===== config.mk =====
export PLATFORM = sky130hd
export DESIGN_NAME = date_setter
export DESIGN_NICKNAME = d
export VERILOG_FILES = /design/src/rtl/date_setter.sv
export SDC_FILE = /design/constraint.sdc
export NUM_CORES = 1
export LEC_CHECK = 0
export ABC_AREA = 1
export CAP_MARGIN = 25
export CORE_MARGIN = 2
export CORE_UTILIZATION = 50
export CTS_BUF_LIST = sky130_fd_sc_hd__clkbuf_8
export DETAILED_ROUTE_END_ITERATION = 12
export PLACE_DENSITY = 0.75
export SETUP_SLACK_MARGIN = 0.02
export SLEW_MARGIN = 20
export SYNTH_ARGS = -nofsm -noshare
export SYNTH_HDL_FRONTEND = slang
export SYNTH_SLANG_ARGS = --single-unit

===== constraint.sdc =====
create_clock -name clk -period 4.55 [get_ports clk]
set_input_delay 0.91 -clock clk [delete_from_list [all_inputs] [get_ports clk]]
set_output_delay 0.91 -clock clk [all_outputs]
set_load 0.03 [all_outputs]

===== src/rtl/date_setter.sv =====
// rtl/date_setter.sv - front-panel BCD date editor with debounced mode/inc buttons and a one-cycle load strobe
module date_setter #(
  parameter int DEB_CYCLES = 16
) (
  input  logic       clk,
  input  logic       rst_n,
  input  logic       btn_mode,
  input  logic       btn_inc,
  input  logic [3:0] cur_value0,
  input  logic [3:0] cur_value1,
  input  logic [3:0] cur_value2,
  input  logic [3:0] cur_value3,
  input  logic [3:0] cur_value4,
  input  logic [3:0] cur_value5,
  output logic [3:0] set_value0,
  output logic [3:0] set_value1,
  output logic [3:0] set_value2,
  output logic [3:0] set_value3,
  output logic [3:0] set_value4,
  output logic [3:0] set_value5,
  output logic       load,
  output logic       editing,
  output logic [1:0] field
);

  localparam int CW = $clog2(DEB_CYCLES + 1);

  typedef enum logic [1:0] {
    IDLE      = 2'b00,
    SET_YEAR  = 2'b01,
    SET_MONTH = 2'b10,
    SET_DAY   = 2'b11
  } state_t;

  state_t state, state_n;

  logic [1:0]    raw, sync1, sync2, acc, pulse;
  logic [CW-1:0] cnt [2];
  logic          mode_p, inc_p;

  logic [7:0] year_q, mon_q, day_q;
  logic [7:0] year_n, mon_n, day_n, day_max, day_fix, cur_mon;

  assign raw    = {btn_inc, btn_mode};
  assign mode_p = pulse[0];
  assign inc_p  = pulse[1];

  // Both buttons share one debouncer body; the pulse rises in the same edge the level is accepted.
  always_ff @(posedge clk or negedge rst_n) begin
    if (!rst_n) begin
      sync1 <= '0;
      sync2 <= '0;
      acc   <= '0;
      pulse <= '0;
      for (int b = 0; b < 2; b++) cnt[b] <= '0;
    end else begin
      sync1 <= raw;
      sync2 <= sync1;
      for (int b = 0; b < 2; b++) begin
        pulse[b] <= 1'b0;
        if (sync2[b] == acc[b]) begin
          cnt[b] <= '0;
        end else if (cnt[b] == CW'(DEB_CYCLES - 1)) begin
          cnt[b]   <= '0;
          acc[b]   <= sync2[b];
          pulse[b] <= sync2[b];
        end else begin
          cnt[b] <= cnt[b] + 1'b1;
        end
      end
    end
  end

  function automatic logic is_leap(input logic [7:0] y);
    if (!y[4]) return (y[3:0] == 4'd0) || (y[3:0] == 4'd4) || (y[3:0] == 4'd8);
    else       return (y[3:0] == 4'd2) || (y[3:0] == 4'd6);
  endfunction

  function automatic logic [7:0] max_day(input logic [7:0] m, input logic [7:0] y);
    case (m)
      8'h02:                      return is_leap(y) ? 8'h29 : 8'h28;
      8'h04, 8'h06, 8'h09, 8'h11: return 8'h30;
      default:                    return 8'h31;
    endcase
  endfunction

  function automatic logic [7:0] bcd_inc(input logic [7:0] v);
    if (v[3:0] >= 4'd9) return {v[7:4] + 4'd1, 4'd0};
    else                return {v[7:4], v[3:0] + 4'd1};
  endfunction

  function automatic logic valid_bcd(input logic [7:0] v);
    return (v[7:4] <= 4'd9) && (v[3:0] <= 4'd9);
  endfunction

  always_ff @(posedge clk or negedge rst_n) begin
    if (!rst_n) state <= IDLE;
    else        state <= state_n;
  end

  always_comb begin
    state_n = state;
    if (mode_p) begin
      case (state)
        IDLE:      state_n = SET_YEAR;
        SET_YEAR:  state_n = SET_MONTH;
        SET_MONTH: state_n = SET_DAY;
        default:   state_n = IDLE;
      endcase
    end
  end

  always_comb begin
    editing = (state != IDLE);
    field   = state;
  end

  // Every path into the edit registers goes through the same day clamp, so
  // captures and year/month changes never leave an impossible date behind.
  always_comb begin
    cur_mon = {cur_value3, cur_value2};
    year_n  = year_q;
    mon_n   = mon_q;
    day_n   = day_q;
    if (state == IDLE) begin
      if (mode_p) begin
        year_n = {cur_value5, cur_value4};
        mon_n  = (valid_bcd(cur_mon) && cur_mon != 8'h00 && cur_mon <= 8'h12) ? cur_mon : 8'h01;
        day_n  = {cur_value1, cur_value0};
      end
    end else if (inc_p && !mode_p) begin
      case (state)
        SET_YEAR:  year_n = (year_q == 8'h99) ? 8'h00 : bcd_inc(year_q);
        SET_MONTH: mon_n  = (mon_q >= 8'h12) ? 8'h01 : bcd_inc(mon_q);
        SET_DAY:   day_n  = (day_q >= max_day(mon_q, year_q)) ? 8'h01 : bcd_inc(day_q);
        default:   ;
      endcase
    end
    day_max = max_day(mon_n, year_n);
    if (!valid_bcd(day_n) || day_n == 8'h00) day_fix = 8'h01;
    else if (day_n > day_max)                day_fix = day_max;
    else                                     day_fix = day_n;
  end

  always_ff @(posedge clk or negedge rst_n) begin
    if (!rst_n) begin
      year_q <= 8'h00;
      mon_q  <= 8'h01;
      day_q  <= 8'h01;
      load   <= 1'b0;
    end else begin
      year_q <= year_n;
      mon_q  <= mon_n;
      day_q  <= day_fix;
      load   <= (state == SET_DAY) && mode_p;
    end
  end

  assign set_value0 = day_q[3:0];
  assign set_value1 = day_q[7:4];
  assign set_value2 = mon_q[3:0];
  assign set_value3 = mon_q[7:4];
  assign set_value4 = year_q[3:0];
  assign set_value5 = year_q[7:4];

endmodule


* Word level (Yosys, flattened, before mapping) *
Cells that the tools add are included.

cells by class
  $add $sub $neg = 8
  $lt $le $gt $ge = 11
  eq/ne operators = 27
  muxes and demuxes = 44
  bitwise logic cells = 2
  reduce and logical (&&, ||, !) cells = 29

operators by type and width
  kind                 number
  $mux 8               24
  $eq 8x3->1 const B   4
  $add 4x1->4 const B  6
  $mux 5               4
  $pmux 5 s2           2
  $eq 4x3->1 const B   4
  $eq 8x2->1 const B   2
  $eq 8x4->1 const B   2
  $eq 8x5->1 const B   2
  $le 4x4->1 const B   4
  $mux 1               13
  $ge 4x4->1 const B   3
  $add 5x1->5 const B  2
  $eq 5x4->1 const B   2
  $eq 4x2->1 const B   2
  $eq 4x4->1 const B   2
  $eq 8x8->1 const B   1
  $ge 8x5->1 const B   1
  $ge 8x8->1           1
  $gt 8x8->1           1
  $le 8x5->1 const B   1
  $logic_not 4->1      2
  $logic_not 8->1      1
  $reduce_bool 8->1    1
  other kinds (15)     34

storage, ports and cells
  register bits = 45
  bits of input ports = 28
  output and inout port bits = 28
  word-level logic and storage cells = 134

* Logic depth before layout (Yosys ltp) *
Gate-level depths: netlist of run 1.

  word-level depth = 23
  mapped depth = 29
  gate-level depth less buffers = 29

* Least setup slack after synthesis of run 1 *
No wires, ideal clock.

  path type = register -> register
  from = register mon_q[0]
  to = register day_q[1]
  library setup time = 0.071 ns
  arrival = 3.296 ns
  required time = 4.479 ns
  path slack = 1.183 ns
  cell stages (with the launch flop) = 26
  buffers on the path = 0
  clock period less this slack = 3.367 ns
  cells stage by stage = dfstp_2 inv_1 ha_1 o21ai_0 o21ai_0 a22oi_1 nand2_1 nand2_1 ha_1 nor2_1 nand2_1 nand2_1 nand2_1 nand2_4 nand2_1 nand2_1 nand2_1 a21oi_2 ha_1 a21oi_1 nand2_1 nand2_2 nand2_2 nand2_2 nand2_1 nor2_1

between the ends
  cells in the longest elaborated chain, start to end = 16
  elaborated cells between the ends (all ways) = 40
  those cells by class = add/sub (1); order compare (6); eq/ne (10); mux (17); reduce/logical (6)

ends and longest elaborated chain
  element                                              RTL line  RTL
  from (decl)                                          41        logic [7:0] year_q, mon_q, day_q;
  from (signal assigned)                               153       mon_q <= mon_n;
  branches (longest 15 deep; another with $ge 8x8->1)  n/a
  $mux 8 (*)                                           140       if (!valid_bcd(day_n) || day_n == 8'h00) day_fix = 8'h01;
  net day_fix[1]                                       42        logic [7:0] year_n, mon_n, day_n, day_max, day_fix, cur_mon;
  to (signal assigned)                                 154       day_q <= day_fix;
  to (decl)                                            41

Mark *: on every way through the listed nets, which the timed path passes. The select of a mux whose other input is x is not followed.
A chain may end at the register's enable or synchronous reset.

* Final worst setup path of run 1 *
Ends and elaborated chain as after synthesis.

==> impl_metrics.yaml, run 1 <==
yosys:
  synthDistinctLibCells: 41
  synth_area_per_cell_sq_um: 7.19
  synth_edf_count: 0
  ys_warn_count: 0
  synthFlopType: "dfrtp_1"
  ys_ff_latch: 45
  async_reset_ff_share_pct: 100
  syn_area_sq_mm: 0.00354
  synth_cells: 492
  seq_area_frac_synth_pct: 31.9
die:
  chipHeight_um: 88.1
  initial_utilization_pct: 51.8
  placementRows: 30
  fp.coreArea_sq_mm: 0.00683
  die_x_um: 88.1
  die_area_sq_mm: 0.00776
  ios: 56
routing:
  ant_nets: 0
  dr.pass1.iters: 5
  vias: 3416
  wirelength_um: 8850
  drtIter0Drc: 165
  via_per_inst: 5.27
  post-route-drc-count: 0
  wl_per_cell_um: 13.7
placed_design:
  dp_cells: 640
  dpl.hpwl_um: 6760
  globalplace.congestion: 0.927
  io_buffers: 55
  place_ws_ns: 0.891
global_routing:
  globalRouteMet2Util_pct: 42.1
  grt_antenna_before_repair: 0
  use_met1_pct: 31.0
  grt_pass1_wl_um: 14800
  grt_pass1_vias: 3264
  grt_max_degree: 46
  grt_overflow: 0
  top_usage_layer: "met2"
  met3_usage_pct: 4.62
  grt_util_all_layers_pct: 24.2
sta:
  tns_ns: 0
  hold_viol_final: 0
  drv_slew: 0
  tightest_slew_ns: 0.577
  min_period_ns: 3.82
  finalCritPeriodShare_pct: 84.0
  layout_setup_ws_ns: 0.727
  skew_ns: 0.00750
  rsz0062_at_grt: "false"
  fmax_mhz: 262
  setup_viol: 0
  relSlewSlack_pct: 61.5
clock_network:
  post_cts.repair.setup_buffers: 0
  clock-sinks: 45
  clock_latency_ns: 0.31
  root_buffer: "clkbuf_8"
  htreeDepth: 2
  path_clk_slew_ns: 0.10
  ctsLongestPathBuffers: 2
  cts_buffers: 5
  postCtsHoldBufs: 0
  ctsResizeCount: 0
  cts_tree: "done"
layout:
  layout-drive-gt1-share_pct: 11.8
  final_cell_mix: "nand2_1, inv_1, clkdlybuf4s50_1, nor2_1, dfrtp_1"
  filler_cell_count: 634
  antenna_cells: 0
  layout_commonest_cell: "nand2_1"
  syn_to_final_growth_pct: 21.7
  fin_cells: 648
  fin_nets: 609
setup_path:
  critPathKind: "flip-flop to flip-flop"
  critPathMaxFanout: 6
  start_kind: "flip-flop"
  cp.required_ns: 4.79
  arrival_ns: 4.06
  critPathCaptureType: "flip-flop"
hold_path:
  hp-class: "flip-flop to flip-flop"
outcome:
  status: "finished clean"
power:
  ir_drop_uv: 197
  power_mw: 0.873
  p_leak_nw: 2.24
  power_density_mw_per_mm2: 203
flow_run:
  drv_cap: 0
==> power by group <==
part	switching [mW]	internal, mW
Sequential	0.0136	0.412
Combinational	0.0705	0.0565
Clock	0.153	0.168
==> cells by family after synthesis <==
family / count (synthesis) / share of synthesized area, %
and+or+nand+nor: 269 / 36.1
buffers and inverters: 75 / 8.35
AOI/OAI and AO/OA: 65 / 11.2
DFF: 45 / 31.9
adders and majority gates: 30 / 10.6
xor gates and xnor gates: 7 / 1.73
other: 1 / 0.106
==> layer usage <==
metal	vias up	routed length [um]
met4	0	72
met3	7	473
met2	99	4350
met5	-	0
li1	1691	-
met1	1619	3950
==> per-stage QoR <==
stage / cell area [sq um] / hold WS [ns] / util [%]
CTS: 4300 / 0.363 / 63.0
global placement: 4190 / 0.331 / 61.3
floorplan: 3540 / 0.331 / -
detailed placement: 4190 / 0.341 / 61.3
global route: 4300 / 0.367 / 63.0
finish: 4300 / 0.360 / 63.0
==> final timing paths <==
| path | depth (start not counted) | slack (ns) | from | endpoint |
|---|---|---|---|---|
| setup / recovery | 25 | 0.73 | mon_q[0] | day_q[1] |
| min in group asynchronous | 1 | 0.59 | rst_n | mon_q[7] |
| hold / removal | 0 | 0.36 | sync1[0] | sync2[0] |
| hold reg to reg | 0 | 0.36 | sync1[0] | sync2[0] |
| max in group asynchronous | 1 | 3.56 | rst_n | day_q[0] |
| setup reg to reg | 25 | 0.73 | mon_q[0] | day_q[1] |
==> cells in the mapped netlist (6+ instances only) <==
| library cell | number | area share [%] |
|---|---|---|
| a21oi_1 | 15 | 2.1 |
| o21ai_0 | 21 | 3.0 |
| nor2_1 | 51 | 5.4 |
| nand2_4 | 6 | 1.9 |
| nor2_2 | 7 | 1.2 |
| nand2_2 | 15 | 2.7 |
| ha_1 | 30 | 11 |
| dfrtp_1 | 43 | 30 |
| nand2_1 | 131 | 14 |
| a22oi_1 | 9 | 1.9 |
| inv_1 | 60 | 6.4 |
| nand3_1 | 35 | 5.0 |
| inv_2 | 8 | 0.85 |
| o211ai_1 | 6 | 1.3 |
==> state kept, by name, indices dropped and copies added (netlist names) <==
register and flops:
acc 2, field 2, sync1 2, mon_q 8, load 1, pulse 2, sync2 2, day_q 8
cnt 10, year_q 8
==> area by class of cell <==
cell class / instances / area (sq um) / share of cell area [%]
Timing Repair Buffer: 57 / 563 / 13.1
Sequential cell: 45 / 1130 / 26.2
Multi-Input combinational cell: 373 / 2120 / 49.2
Clock inverter: 3 / 47.5 / 1.10
Tap cell: 96 / 120 / 2.79
Clock buffer: 5 / 68.8 / 1.60
Inverter: 69 / 260 / 6.05
==> critical path, cell delays in order (launching register included) <==
cell and delay [ns]:
dfstp_2 0.59, inv_1 0.11, ha_1 0.24, o21ai_0 0.18, o21ai_0 0.11, a22oi_1 0.28
nand2_1 0.09, nand2_1 0.07, ha_1 0.22, nor2_1 0.14, nand2_1 0.10, nand2_1 0.09
nand2_1 0.10, nand2_4 0.13, nand2_1 0.06, nand2_1 0.08, nand2_1 0.06, a21oi_2 0.19
ha_1 0.27, a21oi_1 0.14, nand2_1 0.08, nand2_2 0.10, nand2_2 0.06, nand2_2 0.10
nand2_1 0.08, nor2_1 0.09
No activity file was read; power rests on OpenSTA's default activity.
==> run 2, diff against run 1 <==
--- a/config.mk
+++ b/config.mk
@@ -11,7 +11,7 @@
 export CORE_UTILIZATION = 50
 export CTS_BUF_LIST = sky130_fd_sc_hd__clkbuf_8
 export DETAILED_ROUTE_END_ITERATION = 12
-export PLACE_DENSITY = 0.75
+export PLACE_DENSITY = 0.78
 export SETUP_SLACK_MARGIN = 0.02
 export SLEW_MARGIN = 20
 export SYNTH_ARGS = -nofsm -noshare
==> constraint.sdc (replaced) <==
create_clock -name clk -period 3.48 [get_ports clk]
set_input_delay 0.696 -clock clk [delete_from_list [all_inputs] [get_ports clk]]
set_output_delay 0.696 -clock clk [all_outputs]
set_load 0.03 [all_outputs]
==> run 2 against run 1 <==
Effect of this change: wire length is 2.1% higher; utilization is 2.8 points higher; via count is 1.6% higher; critical endpoint is now day_q[2]; largest power group unchanged.
==> impl_metrics.yaml, run 2 (synthesis results as in run 1) <==
outcome:
  status: "finished clean"
global_routing:
  grt_overflow: 0
  grt_util_all_layers_pct: 24.2
  grt_pass1_wl_um: 15000
  grt_antenna_before_repair: 0
  grt_max_degree: 46
  grt_pass1_vias: 3347
layout:
  fin_nets: 621
  filler_cell_count: 601
  final-seq-area_sq_mm: 0.00113
  syn_to_final_growth_pct: 27.1
  multi_input_area_sq_mm: 0.00221
  antenna_cells: 0
  layout_commonest_cell: "nand2_1"
  top_register: "cnt"
  final_cell_mix: "nand2_1, inv_1, clkdlybuf4s50_1, nor2_1, dfrtp_1"
  layout-drive-gt1-share_pct: 18.1
  postLayoutCoreUtil_pct: 65.8
  largest_reg_flops: 10
  fin_cells: 660
routing:
  drtIter0Drc: 199
  via_per_inst: 5.26
  dr.pass1.iters: 5
  wl_met2_um: 4430
  wl_met1_um: 3920
  topRoutingLayerUsed: "met4"
  vias: 3469
  wl_per_cell_um: 13.7
  ant_nets: 0
  post-route-drc-count: 0
  wl_met3_um: 529
  wirelength_um: 9040
clock_network:
  postCtsHoldBufs: 0
  path_clk_slew_ns: 0.10
  clock-sinks: 45
  cts_buffers: 5
  cts_tree: "done"
  ctsLongestPathBuffers: 2
  root_buffer: "clkbuf_8"
  clock_latency_ns: 0.30
  htreeDepth: 2
setup_path:
  r2r_slack_ns: 0.20
  cp.required_ns: 3.70
  rr_startpoint: "mon_q[0]"
  start_kind: "flip-flop"
  timing.rr.end: "day_q[2]"
  critPathKind: "flip-flop to flip-flop"
  arrival_ns: 3.50
  critPathMaxFanout: 5
  critPathCaptureType: "flip-flop"
  reg2reg_depth: 27
power:
  ir_drop_uv: 407
  p_sw_mw: 0.306
  power_density_mw_per_mm2: 254
  pwr-share-comb_pct: 15.4
  seqPwrFrac_pct: 48.8
  p_int_mw: 0.835
  sw_frac_of_total_pct: 26.8
  pwr-share-clk_pct: 35.8
  p_leak_nw: 2.30
  power_mw: 1.14
placed_design:
  dpl.hpwl_um: 6940
  globalplace.congestion: 1.06
  io_buffers: 55
  dp_cells: 651
hold_path:
  hp-class: "flip-flop to flip-flop"
  min_to: "sync2[1]"
  worst_hold_startpoint: "sync1[1]"
  min_delay_path_depth: 0
die:
  fp.coreArea_sq_mm: 0.00683
  ios: 56
  placementRows: 30
  die_area_sq_mm: 0.00776
  initial_utilization_pct: 51.8
  die_x_um: 88.1
  chipHeight_um: 88.1
sta:
  finalCritPeriodShare_pct: 94.1
  hold_viol_final: 0
  drv_slew: 0
  fmax_mhz: 305
  min_period_ns: 3.28
  relSlewSlack_pct: 62.5
  whs_ns: 0.359
  skew_ns: 0.0181
  setup_viol: 0
  tns_ns: 0
  rsz0062_at_grt: "true"
  tightest_slew_ns: 0.563
flow_run:
  drv_cap: 0
[run 2: cell count changes in the layout (fill, tap and decap cells not counted), moves of 3 or more]
cell,change
nor2_2,+4
nand2_2,+5
inv_1,-3
buf_4,+12
nor2_1,-5
o21ai_0,-4
nand2_1,-6
[run 2: worst max-delay path by stage]
stage	cells past startpoint	to	slack, ns	startpoint
finish	27	day_q[2]	0.20	mon_q[0]
global route	27	day_q[2]	0.007	mon_q[0]
CTS	27	day_q[2]	0.02	mon_q[0]
detailed placement	19	day_q[3]	-0.10	cur_value2[1]
global placement	19	day_q[3]	0.01	cur_value2[1]
floorplan	25	day_q[1]	0.11	mon_q[0]
[run 2: metal layers]
| layer | global-route usage (%) | vias up |
|---|---|---|
| li1 | - | 1715 |
| met1 | 30.9 | 1613 |
| met2 | 41.0 | 122 |
| met3 | 5.37 | 19 |
| met4 | 7.71 | 0 |
| met5 | 0 | - |
[run 2: area by class of cell]
| class | count | area share (%) |
|---|---|---|
| timing repair buffer | 69 | 14.5 |
| sequential | 45 | 25.2 |
| multi-input combinational | 373 | 49.2 |
| tap | 96 | 2.67 |
| clock buffer | 5 | 1.53 |
| clock inverter | 3 | 1.09 |
| inverter | 69 | 5.84 |
[run 2: worst max-delay path, cell delays in order, from the launching register on]
cell	delay (ns)
dfstp_2	0.57
inv_4	0.06
ha_4	0.15
o21ai_2	0.14
o21ai_2	0.07
a22oi_2	0.22
nand2_1	0.08
nand2_1	0.07
ha_1	0.22
nor2_1	0.10
nand2_1	0.06
nand2_1	0.06
nand2_2	0.07
nand2_4	0.07
nand2_2	0.05
nand2_2	0.07
nand2_1	0.06
a21oi_2	0.15
ha_1	0.26
inv_2	0.08
nor2_4	0.05
nand2_2	0.05
nand2_1	0.06
nand2_2	0.10
nand2_2	0.08
nand2_4	0.09
nand2_2	0.05
nor2_1	0.11
[run 2: power by group through the flow]
stage / registers, mW / logic, mW / clock network [mW]
finish: 0.557 / 0.176 / 0.409
global route: 0.559 / 0.196 / 0.442
CTS: 0.556 / 0.168 / 0.418
detailed placement: 0.566 / 0.168 / 0
global placement: 0.566 / 0.163 / 0
floorplan: 0.575 / 0.0778 / 0
[run 2: stage by stage]
stage          instance area, sq um  setup slack, ns
5_1_grt                        4500          0.00701
2_1_floorplan                  3540            0.113
6_report                       4500            0.204
3_5_place_dp                   4270           -0.105
4_1_cts                        4390           0.0228
3_3_place_gp                   4270           0.0114
[run 2: timing repair]
| action | in CTS | in global routing |
|---|---|---|
| endpoints found under the setup margin | 2 | 6 |
| gates cloned | 0 | 0 |
| pin swaps | 2 | 13 |
| setup buffers | 0 | 1 |
| gates resized for setup | 1 | 33 |
==> run 3, diff against run 2 <==
--- a/config.mk
+++ b/config.mk
@@ -13,7 +13,7 @@
 export DETAILED_ROUTE_END_ITERATION = 12
 export PLACE_DENSITY = 0.78
 export SETUP_SLACK_MARGIN = 0.02
-export SLEW_MARGIN = 20
+export SLEW_MARGIN = 15
 export SYNTH_ARGS = -nofsm -noshare
 export SYNTH_HDL_FRONTEND = slang
 export SYNTH_SLANG_ARGS = --single-unit
==> run 3 against run 2 <==
Effect of this change: highest routed layer unchanged; register-to-register slack is essentially flat; sequential share of layout area fell by 0.14 points; critical path depth is the same; cell count up 0.15%; power is 0.13% higher; count of clock-buffer cells in the layout did not move; clock power about the same; worst hold slack is essentially flat; sequential cell count did not move.
==> impl_metrics.yaml, run 3 (synthesis results as in run 1) <==
power:
  p_leak_nw: 2.31
  power_density_mw_per_mm2: 253
  ir_drop_uv: 407
  power_mw: 1.14
setup_path:
  critPathCaptureType: "flip-flop"
  critPathKind: "flip-flop to flip-flop"
  critPathMaxFanout: 5
  arrival_ns: 3.49
  cp.required_ns: 3.70
  start_kind: "flip-flop"
global_routing:
  grt_antenna_before_repair: 0
  grt_pass1_wl_um: 15000
  grt_util_all_layers_pct: 24.2
  grt_overflow: 0
  grt_max_degree: 46
  grt_pass1_vias: 3347
routing:
  wl_per_cell_um: 13.6
  ant_nets: 0
  dr.pass1.iters: 4
  post-route-drc-count: 0
  drtIter0Drc: 186
  wirelength_um: 8960
  vias: 3418
  via_per_inst: 5.17
clock_network:
  clock_latency_ns: 0.30
  root_buffer: "clkbuf_8"
  htreeDepth: 2
  clock-sinks: 45
  cts_tree: "done"
  path_clk_slew_ns: 0.10
  postCtsHoldBufs: 0
  ctsLongestPathBuffers: 2
  cts_buffers: 5
die:
  die_x_um: 88.1
  chipHeight_um: 88.1
  fp.coreArea_sq_mm: 0.00683
  placementRows: 30
  ios: 56
  die_area_sq_mm: 0.00776
  initial_utilization_pct: 51.8
layout:
  antenna_cells: 0
  syn_to_final_growth_pct: 27.8
  final_cell_mix: "nand2_1, inv_1, clkdlybuf4s50_1, nor2_1, dfrtp_1"
  fin_cells: 661
  fin_nets: 622
  final_cell_area_sq_mm: 0.00452
  layout-drive-gt1-share_pct: 18.2
  top_register: "cnt"
  largest_reg_flops: 10
  layout_commonest_cell: "nand2_1"
sta:
  whs_ns: 0.358
  tightest_slew_ns: 0.539
  layout_setup_ws_ns: 0.214
  rsz0062_at_grt: "true"
  setup_viol: 0
  min_period_ns: 3.27
  hold_viol_final: 0
  relSlewSlack_pct: 64.0
  finalCritPeriodShare_pct: 93.9
  fmax_mhz: 306
  drv_slew: 0
  skew_ns: 0.0167
hold_path:
  hp-class: "flip-flop to flip-flop"
flow_run:
  drv_cap: 0
placed_design:
  place_ws_ns: -0.105
  dp_cells: 651
  dpl.hpwl_um: 6940
  io_buffers: 55
  globalplace.congestion: 1.06
  place_area_sq_mm: 0.00427
outcome:
  status: "finished clean"
-- run 3: cell types whose count changed in the layout (fill, tap and decap cells not counted) --
cell	previous run	this run
buf_16	0	1
buf_2	0	1
buf_4	15	14
-- run 3: worst paths after layout --
kind,depth (start not counted),start,slack [ns],end
max,27,mon_q[0],0.21,day_q[2]
min,0,sync1[1],0.36,sync2[1]
min in group asynchronous,1,rst_n,0.37,mon_q[7]
max in group asynchronous,2,rst_n,2.61,cnt[7]
max reg2reg,27,mon_q[0],0.21,day_q[2]
min reg2reg,0,sync1[1],0.36,sync2[1]
-- run 3: worst max-delay path, cell delays in order, from the launching register on --
cell and delay (ns):
dfstp_2 0.57, inv_4 0.06, ha_4 0.15, o21ai_2 0.14, o21ai_2 0.07, a22oi_2 0.22
nand2_1 0.08, nand2_1 0.07, ha_1 0.22, nor2_1 0.10, nand2_1 0.06, nand2_1 0.06
nand2_2 0.07, nand2_4 0.07, nand2_2 0.05, nand2_2 0.07, nand2_1 0.06, a21oi_2 0.15
ha_1 0.26, inv_2 0.08, nor2_4 0.05, nand2_2 0.05, nand2_1 0.06, nand2_2 0.10
nand2_2 0.08, nand2_4 0.09, nand2_2 0.05, nor2_1 0.11
-- run 3: repair_timing --
action | CTS | global route
pin swaps | 2 | 13
resized for setup | 1 | 33
buffers inserted | 0 | 1
setup endpoints to repair | 2 | 6
-- run 3: metal layers --
layer	global-route usage [%]	up-vias	part of all wire [%]
met2	41.0	105	49
li1	-	1719	-
met1	30.9	1579	43
met4	7.71	0	1.5
met5	0	-	0
met3	5.37	15	6.9
-- run 3: power breakdown --
| part | internal, mW | switching, mW |
|---|---|---|
| logic | 0.0809 | 0.0980 |
| clock network | 0.219 | 0.189 |
| registers | 0.538 | 0.0182 |
| total | 0.838 | 0.305 |
-- run 3: layout make-up --
| type | instances | area, sq um |
|---|---|---|
| fill | 600 | 2310 |
| multi-input combinational | 373 | 2210 |
| sequential | 45 | 1130 |
| timing repair buffer | 70 | 678 |
| inverter | 69 | 263 |
| tap | 96 | 120 |
| clock buffer | 5 | 68.8 |
| clock inverter | 3 | 48.8 |
-- run 3: per-stage QoR --
step | setup TNS [ns] | util (%)
after CTS | 0 | 64.2
after global routing | 0 | 66.2
after global placement | 0 | 62.5
final | 0 | 66.2
after detailed placement | -0.382 | 62.5
after floorplan | 0 | -
==> RTL change 1, RTL diff (flow settings as in run 1) <==
Put a register stage on the outputs `set_value0`, `set_value1`, `set_value2`, `set_value3`, `set_value4` and `set_value5`, without a reset. The values now appear one clock later. The other outputs are not delayed to match.
--- a/src/rtl/date_setter.sv
+++ b/src/rtl/date_setter.sv
@@ -157,10 +157,12 @@
   end
 
-  assign set_value0 = day_q[3:0];
-  assign set_value1 = day_q[7:4];
-  assign set_value2 = mon_q[3:0];
-  assign set_value3 = mon_q[7:4];
-  assign set_value4 = year_q[3:0];
-  assign set_value5 = year_q[7:4];
+  always_ff @(posedge clk) begin
+    set_value0 <= day_q[3:0];
+    set_value1 <= day_q[7:4];
+    set_value2 <= mon_q[3:0];
+    set_value3 <= mon_q[7:4];
+    set_value4 <= year_q[3:0];
+    set_value5 <= year_q[7:4];
+  end
 
 endmodule
Formal check against the unedited RTL: same outputs for any inputs over 10 cycles, from zero or initial values and one cycle with rst_n low; that may be too few to reach the edited logic, so the function may still have changed.
==> RTL change 1 against run 1 <==
Count of clock-buffer cells in the layout rose by 4; via count rose by 5.0%; worst setup slack improved by 0.18 ns; cell area rose by 14%; die area rose by 13%; sequential cell count rose by 24; wire length rose by 7.6%; area after synthesis rose by 14%; non-clock buffer count rose by 1; largest cell class unchanged; final cell count rose by 6.0%; power rose by 49%.
==> RTL change 1: results (changes against run 1) <==
* Run status: complete, no violations
* Portion of the post-synthesis area used by sequential elements at 40.1% (+8.1 points)
* Initial detailed-routing violation count at 215 (+30%)
* Internal power consumption at 985 uW (+55%)
* Adder-cell share of the synthesized area at 9.35% (-1.3 points)
* # H-tree levels at 3 (+1)
* CTS buffer count at 9 (+4)
* Global-route usage over all layers at 23.2% (-1.1 points)
* Total Nets Final at 638 (+4.8%)
* Power share of the combinational group at 9.7% (-4.9 points)
* Worst slack, placed at 0.891 ns (+0.0000800 ns)
* Gpl congestion at 0.947 (+2.2%)
* Power per standard cell area at 266 nW/um^2 (+31%)
* Via-per-instance ratio at 5.22 (-0.93%)
* Worst clock skew on the final layout at 0.00652 ns (-0.000978 ns)
* Async set-reset flop share out of synthesis at 65.2% (-35 points)
* Average routed wire per standard cell at 13.9 um (+1.5%)
* Routed Wire Length at 9520 um (+7.6%)
* Xor-xnor portion of the synthesized cell area at 1.53% (-0.21 points)
* Post-detailed-placement cell area at 4680 um^2 (+12%)
* Placed wire-length estimate after detailed placement at 7060 um (+4.4%)
* Total number of yosys warnings at 0 (unchanged)
* Clock network latency to the later pin of the worst-skew pair at 0.34 ns (+0.03 ns)
* Setup slack of the most critical reg-to-reg path at 0.91 ns (+0.18 ns)
* Clock transition time at the flip-flop clock pins of the worst setup and hold paths at 0.07 ns (-0.03 ns)
* Lkg Pwr at 0.00249 uW (+11%)
* Clock Power at 531 uW (+66%)
* Arrival time of the worst setup path at 3.92 ns (-0.14 ns)
* Worst IR Drop VDD at 194 uV (-1.6%)
* Post-route minimum period at 3.64 ns (-0.179 ns)
* Compound-gate portion of the synthesized area at 9.84% (-1.3 points)
* Critical Path End: day_q[2]
* Placed cells at 671 (+4.8%)
* Number of enable flip-flop cells after synthesis at 0 (unchanged)
* Avg Synthesized Cell Area at 7.78 um^2 (+8.3%)
* Actual transition at the worst max-transition pin at 0.591 ns (+0.0145 ns)
* Dominant cells by area after synthesis: sky130_fd_sc_hd__dfrtp_1 27%, sky130_fd_sc_hd__nand2_1 12%, sky130_fd_sc_hd__dfxtp_1 12%
* Global-route wire length before repair at 15800 um (+6.4%)
* Number of global-route vias before repair at 3462 (+6.1%)
* Library cells used by synthesis at 42 (+2.4%)
* Share of layout cells above drive strength 1 at 12.3% (+0.53 points)
## RTL change 1: how the worst min path moves through the flow
stage / startpoint / to / slack, ns
finish: sync1[0] / sync2[0] / 0.35
global route: sync1[0] / sync2[0] / 0.36
CTS: sync1[0] / sync2[0] / 0.36
detailed placement: sync1[0] / sync2[0] / 0.34
global placement: sync1[1] / sync2[1] / 0.33
floorplan: sync1[0] / sync2[0] / 0.33
## RTL change 1: final cells by class
cell class,instances,area [um^2]
Multi-Input combinational cell,373,2120
Sequential cell,69,1610
Inverter,69,260
Clock buffer,9,124
Tap cell,102,128
Clock inverter,7,82.6
Timing Repair Buffer,58,571
Fill cell,701,2880
## RTL change 1: metal layers
| layer | GRT usage (%) | vias up | share of wire, % |
|---|---|---|---|
| met5 | 0 | - | 0 |
| met3 | 3.71 | 21 | 4.4 |
| li1 | - | 1776 | - |
| met4 | 11.5 | 0 | 2.1 |
| met1 | 29.4 | 1682 | 45 |
| met2 | 38.4 | 109 | 48 |
==> RTL change 2, RTL diff (flow settings as in run 1) <==
Without the edit above. Set the parameter `DEB_CYCLES` to 64 (it was 16).
--- a/src/rtl/date_setter.sv
+++ b/src/rtl/date_setter.sv
@@ -1,5 +1,5 @@
 // rtl/date_setter.sv - front-panel BCD date editor with debounced mode/inc buttons and a one-cycle load strobe
 module date_setter #(
-  parameter int DEB_CYCLES = 16
+  parameter int DEB_CYCLES = 64
 ) (
   input  logic       clk,
Function: no difference found for any inputs over 10 cycles, from zero or initial values and one cycle with rst_n low; that may be too few to reach the edited logic, so the function may still have changed.
==> RTL change 2 against run 1 <==
Cell area grew 3.3%; power grew 1.1%; worst setup slack improved by 0.031 ns; final cell count up 1.7%; wire length shrank 2.5%; sequential cell count up 4; count of clock-buffer cells in the layout is the same; area after synthesis is 3.8% higher; via count is 1.1% lower; critical path type unchanged; largest power group unchanged; highest routed layer unchanged.
==> RTL change 2: results (changes against run 1) <==
* Run status: complete, no violations
* Critical Path Slowest Stage Cell: sky130_fd_sc_hd__dfstp_2
* Lkg Pwr at 0.00227 uW (+1.7%)
* Gpl congestion at 0.908 (-2.1%)
* Number of detailed-routing iterations run before antenna repair at 5 (unchanged)
* Total number of yosys warnings at 0 (unchanged)
* Antenna violations before repair at 0 (unchanged)
* Async set-reset flop share out of synthesis at 100% (unchanged)
* Number of flip-flops in the largest register at 14 (+4)
* Library cells used by synthesis at 42 (+2.4%)
* Clock transition time at the flip-flop clock pins of the worst setup and hold paths at 0.11 ns
* Initial detailed-routing violation count at 162 (-1.8%)
* Via-per-instance ratio at 5.13 (-2.7%)
* CTS buffer count at 5 (unchanged)
* Placed wire-length estimate after detailed placement at 6610 um (-2.2%)
* Antenna cells at 0 (unchanged)
* Post-detailed-placement cell area at 4330 um^2 (+3.6%)
* I/O Buffers at 55 (unchanged)
* Actual transition at the worst max-transition pin at 0.638 ns (+0.0606 ns)
* Maximum buffer depth of the clock tree at 2 (unchanged)
* Arrival time of the worst setup path at 4.05 ns (about the same)
* Share of layout cells above drive strength 1 at 11.1% (-0.70 points)
* Setup slack of the most critical reg-to-reg path at 0.76 ns (+0.03 ns)
* Flip-flop cell with the highest count after synthesis: sky130_fd_sc_hd__dfrtp_1
* Most common library cells after synthesis: 133 x sky130_fd_sc_hd__nand2_1, 59 x sky130_fd_sc_hd__inv_1, 48 x sky130_fd_sc_hd__nor2_1, 47 x sky130_fd_sc_hd__dfrtp_1, 35 x sky130_fd_sc_hd__nand3_1
* Clock root cell: sky130_fd_sc_hd__clkbuf_8
* Dominant cells by area after synthesis: sky130_fd_sc_hd__dfrtp_1 32%, sky130_fd_sc_hd__nand2_1 14%, sky130_fd_sc_hd__ha_1 11%
* Global-route usage over all layers at 23.1% (-1.1 points)
* Portion of the post-synthesis area used by sequential elements at 33.5% (+1.6 points)
* Pin count of the biggest net entering global routing at 50 (+8.7%)
* Max FO, Critical Path at 7 (+1)
* Buffer count from post-CTS setup fixing at 0 (unchanged)
* # H-tree levels at 2 (unchanged)
* Global-route wire length before repair at 14500 um (-2.4%)
* Total Nets Final at 618 (+1.5%)
* Number of global-route vias before repair at 3265 (+0.031%)
* Average routed wire per standard cell at 13.1 um (-4.1%)
* Clock network latency to the later pin of the worst-skew pair at 0.32 ns
* Min-Delay Path Class: flop to flop
* Most flops, register: cnt
* Worst clock skew on the final layout at 0.0156 ns (+0.00815 ns)
* Crit path largest cell delay at 0.57 ns (-0.02 ns)
* Cells resized by post-CTS repair at 0 (unchanged)
* Worst IR Drop VDD at 161 uV (-18%)
-- RTL change 2: cell types whose count changed in the layout (fill, tap and decap cells not counted), sizes merged, moves of 3 or more --
cell,before,now
or2,3,0
dfrtp,43,47
o21ai,27,24
o211ai,6,3
a21oi,17,24
nand4,5,1
nand2,152,147
o311ai,0,3
nor3b,0,3
-- RTL change 2: layer usage --
layer	track usage [%]	part of all wire, %
met1	29.4	45
met2	39.8	48
met4	7.06	1.4
met5	0	0
met3	4.39	5.7
-- RTL change 2: area by class of cell --
cell class / instances / area, um^2
fill: 633 / 2730
inverter: 71 / 272
timing repair buffer: 57 / 561
tap: 99 / 124
multi-input combinational: 375 / 2150
clock inverter: 3 / 43.8
clock buffer: 5 / 68.8
sequential: 49 / 1230
-- RTL change 2: kinds of logic after synthesis --
logic type | synth area share, %
DFF | 33.5
and+or+nand+nor | 33.8
buffers and inverters | 8.05
AOI/OAI and AO/OA | 11.9
xor gates and xnor gates | 2.15
other | 0.102
adders and majority gates | 10.6
-- RTL change 2: worst paths after layout --
path,startpoint,to,depth (start not counted)
worst max-delay path,mon_q[0],day_q[2],28
worst min-delay path,sync1[1],sync2[1],0
worst max register to register,mon_q[0],day_q[2],28
worst min register to register,sync1[1],sync2[1],0
max in group asynchronous,rst_n,cnt[2],2
min in group asynchronous,rst_n,mon_q[5],2
-- RTL change 2: stage by stage --
stage | power, uW | utilization (%) | cells | hold WS, ns | setup slack [ns]
after floorplan | 512 | - | 500 | 0.331 | 1.05
after global placement | 563 | 60.4 | 651 | 0.332 | 0.890
after detailed placement | 565 | 60.4 | 651 | 0.336 | 0.794
after CTS | 890 | 62.0 | 659 | 0.359 | 0.778
after global routing | 921 | 62.0 | 659 | 0.378 | 0.330
final | 883 | 62.0 | 659 | 0.355 | 0.758
-- RTL change 2: power by group --
| group | internal, uW | leakage [uW] | switching (uW) |
|---|---|---|---|
| clock network | 165 | 0.0000585 | 162 |
| registers | 445 | 0.000602 | 10.3 |
| logic | 46.9 | 0.00161 | 53.4 |
-- RTL change 2: critical path, delay by kind of cell, from the launching register on --
kind                       cells  cell delay [ns]
AOI/OAI and AO/OA              5             0.87
adders and majority gates      3             0.77
buffers and inverters          2             0.18
DFF                            1             0.57
and+or+nand+nor               18             1.37
